`src/rtl/video_timing_gen.sv`:
```
// Raster timing generator: free-running hcount/vcount with registered de,
// hsync, vsync, line/frame start pulses and an en-gated delay line that
// produces hsync_d/vsync_d/de_d aligned to a registered pixel pipeline.
module video_timing_gen #(
  parameter int H_ACTIVE = 1280,
  parameter int H_FP     = 110,
  parameter int H_SYNC   = 40,
  parameter int H_BP     = 220,
  parameter int V_ACTIVE = 720,
  parameter int V_FP     = 5,
  parameter int V_SYNC   = 5,
  parameter int V_BP     = 20,
  parameter bit HS_POL   = 1'b1,
  parameter bit VS_POL   = 1'b1,
  parameter int PIPE_DLY = 1
) (
  input  logic        clk,
  input  logic        rst_n,
  input  logic        en,
  output logic [11:0] hcount,
  output logic [11:0] vcount,
  output logic        de,
  output logic        hsync,
  output logic        vsync,
  output logic        line_start,
  output logic        frame_start,
  output logic        hsync_d,
  output logic        vsync_d,
  output logic        de_d
);

  localparam int H_TOTAL = H_ACTIVE + H_FP + H_SYNC + H_BP;
  localparam int V_TOTAL = V_ACTIVE + V_FP + V_SYNC + V_BP;

  // Reject geometries the 12-bit counters or the delay line cannot represent.
  if (H_TOTAL > 4096 || V_TOTAL > 4096) begin : g_bad_total
    $error("video_timing_gen: H_TOTAL/V_TOTAL must not exceed 4096");
  end
  if (H_FP == 0 || H_SYNC == 0 || H_BP == 0 ||
      V_FP == 0 || V_SYNC == 0 || V_BP == 0) begin : g_bad_porch
    $error("video_timing_gen: porch and sync widths must be non-zero");
  end
  if (PIPE_DLY < 0 || PIPE_DLY > 7) begin : g_bad_dly
    $error("video_timing_gen: PIPE_DLY must be 0..7");
  end

  localparam logic [11:0] H_LAST   = 12'(H_TOTAL - 1);
  localparam logic [11:0] V_LAST   = 12'(V_TOTAL - 1);
  localparam logic [11:0] H_ACT_W  = 12'(H_ACTIVE);
  localparam logic [11:0] V_ACT_W  = 12'(V_ACTIVE);
  localparam logic [11:0] HS_FIRST = 12'(H_ACTIVE + H_FP);
  localparam logic [11:0] HS_LAST  = 12'(H_ACTIVE + H_FP + H_SYNC - 1);
  localparam logic [11:0] VS_FIRST = 12'(V_ACTIVE + V_FP);
  localparam logic [11:0] VS_LAST  = 12'(V_ACTIVE + V_FP + V_SYNC - 1);

  logic [11:0] hcount_q, hcount_d;
  logic [11:0] vcount_q, vcount_d;
  logic        active_q, active_d;
  logic        hs_q, hs_d;
  logic        vs_q, vs_d;
  logic        line_start_q, line_start_d;
  logic        frame_start_q, frame_start_d;

  // Next raster position: advance one pixel per enabled cycle, wrap line and frame together.
  always_comb begin
    hcount_d = hcount_q;
    vcount_d = vcount_q;
    if (en) begin
      if (hcount_q == H_LAST) begin
        hcount_d = '0;
        vcount_d = (vcount_q == V_LAST) ? '0 : vcount_q + 12'd1;
      end else begin
        hcount_d = hcount_q + 12'd1;
      end
    end
  end

  // Decode from the next position so registered flags line up with the registered counters.
  always_comb begin
    active_d      = (hcount_d < H_ACT_W) && (vcount_d < V_ACT_W);
    hs_d          = ((hcount_d >= HS_FIRST) && (hcount_d <= HS_LAST)) ? HS_POL : ~HS_POL;
    vs_d          = ((vcount_d >= VS_FIRST) && (vcount_d <= VS_LAST)) ? VS_POL : ~VS_POL;
    // Pulses only on an enabled edge, so a stall never stretches them.
    line_start_d  = en && (hcount_d == '0);
    frame_start_d = line_start_d && (vcount_d == '0);
  end

  // Raster state registers; reset parks on the last blanking pixel so the first step lands on (0,0).
  always_ff @(posedge clk or negedge rst_n) begin
    if (!rst_n) begin
      hcount_q      <= H_LAST;
      vcount_q      <= V_LAST;
      active_q      <= 1'b0;
      hs_q          <= ~HS_POL;
      vs_q          <= ~VS_POL;
      line_start_q  <= 1'b0;
      frame_start_q <= 1'b0;
    end else begin
      // NOTE: non-blocking assignments so every flop samples pre-edge values, independent of statement order.
      hcount_q      <= hcount_d;
      vcount_q      <= vcount_d;
      active_q      <= active_d;
      hs_q          <= hs_d;
      vs_q          <= vs_d;
      line_start_q  <= line_start_d;
      frame_start_q <= frame_start_d;
    end
  end

  assign hcount      = hcount_q;
  assign vcount      = vcount_q;
  assign de          = active_q;
  assign hsync       = hs_q;
  assign vsync       = vs_q;
  assign line_start  = line_start_q;
  assign frame_start = frame_start_q;

  if (PIPE_DLY == 0) begin : g_no_dly
    assign hsync_d = hs_q;
    assign vsync_d = vs_q;
    assign de_d    = active_q;
  end else begin : g_dly
    typedef struct packed {
      logic hs;
      logic vs;
      logic de;
    } tap_t;

    localparam tap_t TAP_RST = '{hs: ~HS_POL, vs: ~VS_POL, de: 1'b0};

    tap_t [PIPE_DLY-1:0] pipe_q, pipe_d;

    // Shift register that moves only on enabled cycles, matching the pixel pipeline stall.
    always_comb begin
      pipe_d = pipe_q;
      if (en) begin
        pipe_d[0] = '{hs: hs_q, vs: vs_q, de: active_q};
        for (int i = 1; i < PIPE_DLY; i++) begin
          pipe_d[i] = pipe_q[i-1];
        end
      end
    end

    // Delay stages; NOTE: these are reset because downstream sync must be inactive until real data arrives.
    always_ff @(posedge clk or negedge rst_n) begin
      if (!rst_n) begin
        pipe_q <= {PIPE_DLY{TAP_RST}};
      end else begin
        pipe_q <= pipe_d;
      end
    end

    assign hsync_d = pipe_q[PIPE_DLY-1].hs;
    assign vsync_d = pipe_q[PIPE_DLY-1].vs;
    assign de_d    = pipe_q[PIPE_DLY-1].de;
  end

endmodule
```
`config.mk`:
```
export PLATFORM = sky130hd
export DESIGN_NAME = video_timing_gen
export DESIGN_NICKNAME = d
export VERILOG_FILES = /design/src/rtl/video_timing_gen.sv
export SDC_FILE = /design/constraint.sdc
export NUM_CORES = 1
export LEC_CHECK = 0
export ABC_CLOCK_PERIOD_IN_PS = 2900
export CORE_MARGIN = 2
export CORE_UTILIZATION = 53
export CTS_CLUSTER_SIZE = 14
export DETAILED_ROUTE_END_ITERATION = 8
export PLACE_DENSITY = 0.8
export SLEW_MARGIN = 20
export SYNTH_ARGS = -nofsm -noshare
export SYNTH_HDL_FRONTEND = slang
export SYNTH_SLANG_ARGS = --single-unit
```
`constraint.sdc`:
```
create_clock -name clk -period 2.9 [get_ports clk]
set_input_delay 0.58 -clock clk [delete_from_list [all_inputs] [get_ports clk]]
set_output_delay 0.58 -clock clk [all_outputs]
set_load 0.02 [all_outputs]
```
# Word level (Yosys, flattened, before mapping)
# Index checks and enable logic that the tools add are counted.
# word_totals
reg_bits	32
input_bits	3
output_inout_bits	32
elab_cells	34
# classes
n_addsub	2
n_lt_le_gt_ge	6
eq_ne	2
mux	7
reduce_logical	7
# op_table
cell	n
12-bit two-way mux	5
12-bit by 1-bit adder with 12-bit output, second input constant	2
12-bit logical NOT	2
12-bit by 10-bit == test with 1-bit output, second input constant	1
12-bit by 11-bit == test with 1-bit output, second input constant	1
12-bit by 10-bit greater-or-equal comparator with 1-bit output, second input constant	1
12-bit by 11-bit greater-or-equal comparator with 1-bit output, second input constant	1
12-bit by 10-bit <= comparator with 1-bit output, second input constant	1
12-bit by 11-bit <= comparator with 1-bit output, second input constant	1
12-bit by 10-bit less-than comparator with 1-bit output, second input constant	1
12-bit by 11-bit less-than comparator with 1-bit output, second input constant	1
1-bit logical AND	5
1-bit two-way mux	2

# Longest topological paths before layout
# logic_depth
word_depth	7
depth_mapped	9
depth_no_buf	9

# Least setup slack after synthesis
# No wires, ideal clock.
# synth_path
path_type	reg-to-reg
from	reg hcount_q[8], in the netlist hcount[8]
to	reg vs_q, in the netlist vsync
t_arrival_ps	2563
required_ps	2789
path_slack_ps	225
stages_incl_launch_ff	7
n_path_buf	0
path_cell_list	dfrtp_1 -> or4_4 -> or4_1 -> or3_4 -> a211oi_2 -> nand4b_1 -> a2111oi_2
# synth_via
elab_chain_cells	6
word_cells_on_any_way	7
classes_between	order compare: 2; eq/ne: 1; mux: 3; reduce/logical: 1
# synth_rtl
element	line	text
start: declaration	56	logic [11:0] hcount_q, hcount_d;
start signal: assignment	100	hcount_q <= hcount_d;
12-bit by 11-bit == test with 1-bit output *	69	if (hcount_q == H_LAST) begin
12-bit two-way mux *	69	
12-bit two-way mux *	68	if (en) begin
12-bit by 10-bit greater-or-equal comparator with 1-bit output / 12-bit by 10-bit <= comparator with 1-bit output (equally long branches)	82	vs_d = ((vcount_d >= VS_FIRST) && (vcount_d <= VS_LAST)) ? VS_POL : ~VS_POL;
1-bit logical AND *	82	
1-bit two-way mux *	82	
named net vs_d	60	logic vs_q, vs_d;
end signal: assignment	95	vs_q <= ~VS_POL;
end signal: assignment	104	vs_q <= vs_d;
end: declaration	60	
# The timed path passes the listed nets; every way through them passes the cells marked *.
# A chain may end at the register's enable or synchronous reset.

# Worst setup path in the final report
# layout_path
from	reg hcount_q[5], in the netlist hcount[5]
to	reg vs_q, in the netlist vsync
# Same word-level chain as after synthesis.

==> results.sh <==
export IMPL_status="completed"
export IMPL_layout_common_cells="clkdlybuf4s50_1 (34), buf_4 (24), nand2_1 (19), dfrtp_1 (19), inv_1 (17)"
export IMPL_drc_errors=0
export IMPL_path_max_fanout=11
export IMPL_die_area_um2=4480
export IMPL_wl_per_cell_um=15.8
export IMPL_grt_pass1_vias=1787
export IMPL_rsz0062_at_grt="false"
export IMPL_setup_violations=0
export IMPL_vias=2005
export IMPL_grt_pass1_wl_mm=8.71
export IMPL_required_ns=3.07
export IMPL_yosys_warnings=0
export IMPL_critPathLaunchType="flip-flop"
export IMPL_fill_cells=299
export IMPL_area_growth_syn_to_layout_pct=31.0
export IMPL_hp_class="flip-flop to flip-flop"
export IMPL_cts_htree_levels=2
export IMPL_p_leak_nw=1.17
export IMPL_yosys_register_bits=32
export IMPL_hold_slack_ns=0.508
export IMPL_wirelength_mm=5.36
export IMPL_synth_nets=242
export IMPL_yosysTopAreaCell="dfrtp_1"
export IMPL_cp_cell_sequence="nand4_1 -> or4_1 -> or3_4 -> a211oi_2 -> nand4b_1 -> a2111oi_2"
export IMPL_io_pins=35
export IMPL_via_per_inst=5.90
export IMPL_initial_core_util_pct=56.0
export IMPL_cp_num_buf_inv=0
export IMPL_port_buffers=34
export IMPL_powerDensity_nw_per_um2=477
export IMPL_cts_root_buf="clkbuf_8"
export IMPL_row_count=22
export IMPL_antenna_cells=0
export IMPL_ys_types=52
export IMPL_netlist_top_cells_area="dfrtp_1 (23%), dfstp_2 (16%), nand2_1 (3.4%)"
export IMPL_fin_area_um2=2750
export IMPL_slowest_delay_ns=0.65
export IMPL_dp_hpwl_mm=3.84
export IMPL_hold_violations=0
export IMPL_drt_initial_drc_count=154
export IMPL_tns_ns=0
export IMPL_antenna_found_initial=0
export IMPL_final_common_cell="clkdlybuf4s50_1"
export IMPL_ys_seq_area_share_pct=38.9
export IMPL_cp_slowest_cell="dfstp_2"
export IMPL_ant_nets=0
export IMPL_synth_area_um2=2100
export IMPL_core_area_um2=3740
export IMPL_max_cap_violations=0
export IMPL_cts_sinks=32
export IMPL_finalCoreUtilization_pct=73.4
export IMPL_grt_overflow_total=0
export IMPL_clk_pin_slew_worst_paths_ns=0.06
export IMPL_critPathArrivalTime_ns=2.89
export IMPL_crit_type="flip-flop to flip-flop"
export IMPL_crit_family="simple AND/OR/NAND/NOR gates"
export IMPL_final_max_slew_viol_count=0
export IMPL_netlist_area_leader_share_pct=22.7
export IMPL_cts_tree="built"
export IMPL_track_usage_pct=26.0
export IMPL_hold_buffers=0
export IMPL_fmax_mhz=368
export IMPL_critPathCaptureType="flip-flop"
export IMPL_grt_max_degree=33
export IMPL_gp_congestion=0.900
export IMPL_cts_inserted_buffers=5
export IMPL_drive_gt1_share_pct=19.5
export IMPL_worst_skew_pair_late_latency_ns=0.28
export IMPL_nNetsFinal=298
export IMPL_min_period_over_period_pct=93.7
export IMPL_syn_inst=235
export IMPL_clockBufferDepth=2
export IMPL_die_y_um=66.9
export IMPL_peakVddDrop_mv=0.390
export IMPL_relSlewSlack_pct=72.9
export IMPL_dpl_cell_area_um2=2650
export IMPL_finalCriticalPeriod_ns=2.72
export IMPL_skew_ns=0.00354
export IMPL_syn_avg_cell_area_um2=8.93
export IMPL_totalPowerFinal_mw=1.31
export IMPL_die_w_um=66.9
export IMPL_tightest_slew_ns=0.406
export IMPL_dr_pass1_iters=4
==> where the power goes <==
part | switching [mW] | internal [mW] | leakage (nW)
sequential | 0.0703 | 0.500 | 0.378
combinational | 0.226 | 0.163 | 0.747
clock | 0.159 | 0.193 | 0.0455
total | 0.455 | 0.857 | 1.17
==> per-stage QoR <==
stage,cells,worst slack (ns)
floorplan,235,0.225
global placement,332,0.0150
detailed placement,332,-0.0500
CTS,340,0.170
global route,340,0.0381
finish,340,0.184
==> repair_timing <==
action,CTS,global route
resized for setup,0,2
endpoints found under the setup margin,0,1
buffers inserted,0,0
hold endpoints to repair,0,0
==> worst paths after layout <==
path                       slack, ns  cells after the start      start        end
max                             0.18                      6  hcount[5]      vsync
min                             0.51                      1    hsync_d    hsync_d
max reg2reg                     0.18                      6  hcount[5]      vsync
min reg2reg                     0.51                      1    hsync_d    hsync_d
max in group asynchronous       1.88                      2      rst_n  vcount[7]
min in group asynchronous       0.70                      2      rst_n    hsync_d
==> kinds of logic (layout without fill, tap and decap cells) <==
kind of cell | Yosys count | count (layout) | synth area share (%)
simple gates | 102 | 102 | 28.3
compound gates | 52 | 52 | 17.1
flops | 32 | 32 | 38.9
buf+inv | 26 | 83 | 4.89
xor+xnor | 14 | 14 | 5.84
mux | 5 | 5 | 2.56
fa+ha+maj | 4 | 4 | 2.39
==> sequential cells by signal, summed over array words and instances, names as in the netlist <==
name and cells:
de 1, de_d 1, frame_start 1, hcount 12
hsync 1, hsync_d 1, line_start 1, vcount 12
vsync 1, vsync_d 1
==> metal layers <==
metal / vias to the layer above / track usage (%) / share of wire (%)
met2: 65 / 37.3 / 43
met5: - / 0 / 0
met3: 8 / 5.07 / 5.3
li1: 983 / - / -
met1: 949 / 40.0 / 51
met4: 0 / 6.12 / 0.99
==> Yosys cell counts (all sizes together) <==
library cell	number
dfrtp	19
nand2	19
inv	17
dfstp	13
o21ai	13
nor2	11
a21oi	10
nor4	10
nand3	9
xnor2	8
and3	7
nand4	7
nor3	7
xor2	6
a31oi	5
clkbuf	5
or3	5
and2	4
and4	4
buf	4
ha	4
nand2b	4
o21a	4
a211oi	3
mux2	3
nand4b	3
o31a	3
o31ai	3
or4	3
mux2i	2
nand3b	2
nor4b	2
o211a	2
o22ai	2
or2	2
a2111oi	1
a21boi	1
a21o	1
a311o	1
and3b	1
nor2b	1
o2111ai	1
o221ai	1
o22a	1
or4b	1
==> layout make-up <==
cell class | instances | area [um2] | share of cell area, %
Inverter | 17 | 63.8 | 2.32
Multi-Input combinational cell | 177 | 1200 | 43.6
Tap cell | 48 | 60.1 | 2.18
Timing Repair Buffer | 58 | 520 | 18.9
Sequential cell | 32 | 817 | 29.7
Clock buffer | 8 | 90.1 | 3.28
Note: power is estimated with default switching activity, not from simulation.
==> edit 1, RTL diff (same settings) <==
`H_ACTIVE`: 1280 -> 1024.
--- a/src/rtl/video_timing_gen.sv
+++ b/src/rtl/video_timing_gen.sv
@@ -2,7 +2,7 @@
 // hsync, vsync, line/frame start pulses and an en-gated delay line that
 // produces hsync_d/vsync_d/de_d aligned to a registered pixel pipeline.
 module video_timing_gen #(
-  parameter int H_ACTIVE = 1280,
+  parameter int H_ACTIVE = 1024,
   parameter int H_FP     = 110,
   parameter int H_SYNC   = 40,
   parameter int H_BP     = 220,
Behaviour: not the same (Yosys sat finds a counterexample within 4 cycles, from zero or initial values and one cycle with rst_n low).
==> edit 1 against the original RTL <==
Final cell count down 4.7%; sequential power fell by 5.1%; utilization shrank 0.60 points; sequential share of layout area rose by 0.69 points; area after synthesis down 2.5%; via count increased by 0.95%; sequential cell count did not move; design area fell by 2.3%; setup slack lost 0.082 ns; die area decreased by 2.4%; count of clock-buffer cells in the layout down 3; power fell by 5.0%; routed wire length is 5.1% higher; worst hold slack improved by 0.00051 ns; critical path type unchanged; largest power group unchanged.
==> edit 1: results (changes against the original RTL) <==
metric,value,unit,change
crit-path max FO,9,,-2
met3 GRT Util,0.0511,,+0.000432
"Reg clk slew, reported paths",0.08,ns,+0.02 ns
DP HPWL,4070,µm,+6.0%
status,"finished, final reports clean",,
Non-Filler Instances,324,,-4.7%
Filler Cell Count,281,,-6.0%
M1 WL,2660,µm,-1.6%
Worst path slowest cell,or4b_1,,
Max VDD drop,407,µV,+4.4%
mux contribution to synthesized area,0.0269,,+0.00127
compound-cell area share of the yosys netlist,0.174,,+0.00256
final setup fails,0,,unchanged
synth unique cells,56,,+7.7%
post-synthesis sequential area ratio,0.399,,+0.0100
Syn Nets,227,,-6.2%
Post-synth top cells,"dfrtp_1 (19), nand2_1 (19), dfstp_2 (13), o21ai_0 (11)",,
routed wl met3,452,µm,+59%
Post-Synthesis Cells,220,,-6.4%
met2 GRT Util,0.380,,+0.00750
Clock Skew,0.0120,ns,+0.00849 ns
via count,2024,,+0.95%
crit-path leading delay family,simple AND/OR/NAND/NOR gates,,
Nets,282,,-5.4%
GP Congestion,0.945,,+5.0%
layout cell share with drive strength beyond 1,0.232,,+0.0367
number of global-route vias before repair,1766,,-1.2%
Internal,0.825,mW,-3.7%
Least-Margin Pin Slew,0.428,ns,+0.0218 ns
xor/xnor cell area share of the yosys netlist,0.0557,,-0.00278
drt initial violations,209,,+36%
dpl ws,-0.0253,ns,+0.0247 ns
GRT met1 Usage,0.436,,+0.0362
synth-to-layout area growth,31.3,%,
DP Area,2590,µm²,-2.3%
first-pass GRT wire length,9070,µm,+4.1%
WL met2,2460,µm,+6.1%
post-synthesis adder-cell area fraction,0.0245,,+0.000613
-- edit 1: layout make-up --
cell class / count / share of cell area
timing repair buffer: 60 / 0.199
inverter: 10 / 0.0140
tap: 48 / 0.0224
sequential: 32 / 0.304
multi-input combinational: 166 / 0.428
clock inverter: 3 / 0.00699
clock buffer: 5 / 0.0256
-- edit 1: power by group through the flow --
stage               Sequential, mW  Clock [mW]  Combinational [mW]
floorplan                    0.574           0               0.181
global placement             0.550           0               0.358
detailed placement           0.548           0               0.360
CTS                          0.540       0.350               0.361
global route                 0.547       0.370               0.394
finish                       0.541       0.341               0.363
-- edit 1: final timing paths --
check                      depth (start not counted)     endpoint  slack, ns      start
min in group asynchronous                          2    vcount[8]       0.69      rst_n
max in group asynchronous                          2    vcount[0]       1.87      rst_n
hold reg to reg                                    1      vsync_d       0.51    vsync_d
hold / removal                                     1      vsync_d       0.51    vsync_d
setup reg to reg                                   7  frame_start       0.10  vcount[0]
setup / recovery                                   7  frame_start       0.10  vcount[0]
==> edit 2, RTL diff (same flow settings) <==
Made on the original files. Register the output `hcount` once more, with the module's reset; this adds one clock of latency there. The other outputs are not delayed to match. Comments in the files are not updated.
--- a/src/rtl/video_timing_gen.sv
+++ b/src/rtl/video_timing_gen.sv
@@ -107,7 +107,13 @@
     end
   end
 
-  assign hcount      = hcount_q;
+  always_ff @(posedge clk or negedge rst_n) begin
+    if (!rst_n) begin
+      hcount <= '0;
+    end else begin
+      hcount <= hcount_q;
+    end
+  end
   assign vcount      = vcount_q;
   assign de          = active_q;
   assign hsync       = hs_q;
Formal check against the unedited RTL: not equivalent (Yosys sat finds a counterexample within 4 cycles, from zero or initial values and one cycle with rst_n low).
==> edit 2 against the original RTL <==
Synthesized cell count up 5.1%; final cell count up 7.6%; sequential cell count up 12; routed wire length up 6.3%; power up 20%; maximum frequency up 1.7%; area after synthesis up 14%; setup slack better by 0.046 ns; combinational power up 9.5%; design area up 15%; highest routed layer unchanged.
==> edit 2: results (changes against the original RTL) <==
metric,value,unit,change
status,"finished, final reports clean",,
clock network power,0.377,mW,+7.1%
first-pass GRT wire length,9330,µm,+7.0%
Syn Nets,254,,+5.0%
"Reg clk slew, reported paths",0.08,ns,+0.02 ns
CTS H-tree depth,2,,unchanged
Crit path arrival time,2.85,ns,-0.04 ns
dpl ws,-0.142,ns,-0.0918 ns
Crit. Startpoint,hcount_q[0],,
R2R Path Start,hcount_q[0],,
Avg WL per Cell,15.6,µm,-1.2%
GP Congestion,0.942,,+4.7%
DP Area,3000,µm²,+13%
DP HPWL,4200,µm,+9.4%
average size of a mapped cell,9.71,µm²,+8.8%
Nets,320,,+7.4%
synth unique cells,52,,unchanged
net switching power,0.493,mW,+8.5%
number of global-route vias before repair,1959,,+9.6%
Synth Flop Type,dfrtp_1,,
Min-Delay Path Class,input port to asynchronous set/reset pin,,
Non-Filler Instances,366,,+7.6%
Clock Skew,0.00503,ns,+0.00149 ns
Worst R2R Setup Slack,0.23,ns,+0.05 ns
Internal,1.08,mW,+26%
post-synthesis sequential area ratio,0.466,,+0.0764
largest net degree at the start of global routing,45,,+36%
Num CTS Buffers,5,,unchanged
Least-Margin Pin Slew,0.903,ns,+0.496 ns
Sequential Power Share,0.490,,+0.055
worst-case reg-to-reg path depth,8,,+2
Hold WS,0.419,ns,-0.0888 ns
leakage,1.38,nW,+18%
yosys warns,0,,unchanged
initial antenna violation count,0,,unchanged
root buffer cell,clkbuf_8,,
GRT Total Usage,0.233,,-0.0270
drt initial violations,211,,+37%
# port buffers,34,,unchanged
via count,2174,,+8.4%
Worst setup EP type,register,,
Clock Latency Late Sink,0.29,ns,
largest cells by area after synthesis,"dfrtp_1 (32%), dfstp_2 (14%), nand2_1 (3.0%)",,
Post-synth top cells,"dfrtp_1 (31), nand2_1 (19), inv_1 (17), dfstp_2 (13)",,
dpl cells,355,,+6.9%
maximum achievable frequency,374,MHz,+1.7%
drt pass-1 iters,5,,+1
crit-path max FO,7,,-4
maximum buffer depth of the clock tree,2,,unchanged
Filler Cell Count,318,,+6.4%
Max VDD drop,412,µV,+5.5%
layout cell share with drive strength beyond 1,0.239,,+0.0436
-- edit 2: changes by cell type in the layout (fill, tap and decap cells not counted) --
cell             change
dfrtp_1             +12
nand2_1              -1
xor2_1               -1
nor4_2               +3
clkinv_2             +2
buf_2                +1
clkbuf_1             -2
buf_4               +10
clkdlybuf4s50_1      -1
xor2_2               +1
nand2_2              +1
nor4_1               -3
-- edit 2: kinds of logic (layout without fill, tap and decap cells) --
logic type      Yosys count  count (layout)  share of synthesized area
xor+xnor                 14              14                     0.0511
buf+inv                  26              93                     0.0428
simple gates            102             102                      0.247
flops                    44              44                      0.466
compound gates           52              52                      0.150
mux                       5               5                     0.0224
fa+ha+maj                 4               4                     0.0209
-- edit 2: critical path: stages (launching register included) --
cell	delay, ns
dfstp_2	0.59
ha_1	0.19
or4b_1	0.52
nor4b_4	0.29
buf_4	0.19
a21oi_1	0.11
a211oi_2	0.16
nand4b_1	0.17
a2111oi_2	0.34
-- edit 2: layout make-up --
type,count,area (µm²),share of cell area
repair buffers,68,591,0.187
well taps,52,65.1,0.0206
clock inverters,2,10.0,0.00317
flip-flops and latches,44,1120,0.354
inverters,17,63.8,0.0202
clock buffers,6,82.6,0.0262
multi-input cells,177,1230,0.389
-- edit 2: metal layers --
layer / up-vias / wire length (µm) / GRT usage / part of all wire
met4: 0 / 84 / 0.0692 / 0.015
met1: 1019 / 2640 / 0.351 / 0.46
met2: 106 / 2550 / 0.343 / 0.45
met5: - / 0 / 0 / 0
met3: 12 / 423 / 0.0464 / 0.074
li1: 1037 / - / - / -
-- edit 2: what timing repair did --
item / CTS / global route
setup endpoints to repair: 0 / 2
hold buffers: 0 / 0
gates resized for setup: 0 / 7
buffers inserted: 0 / 3
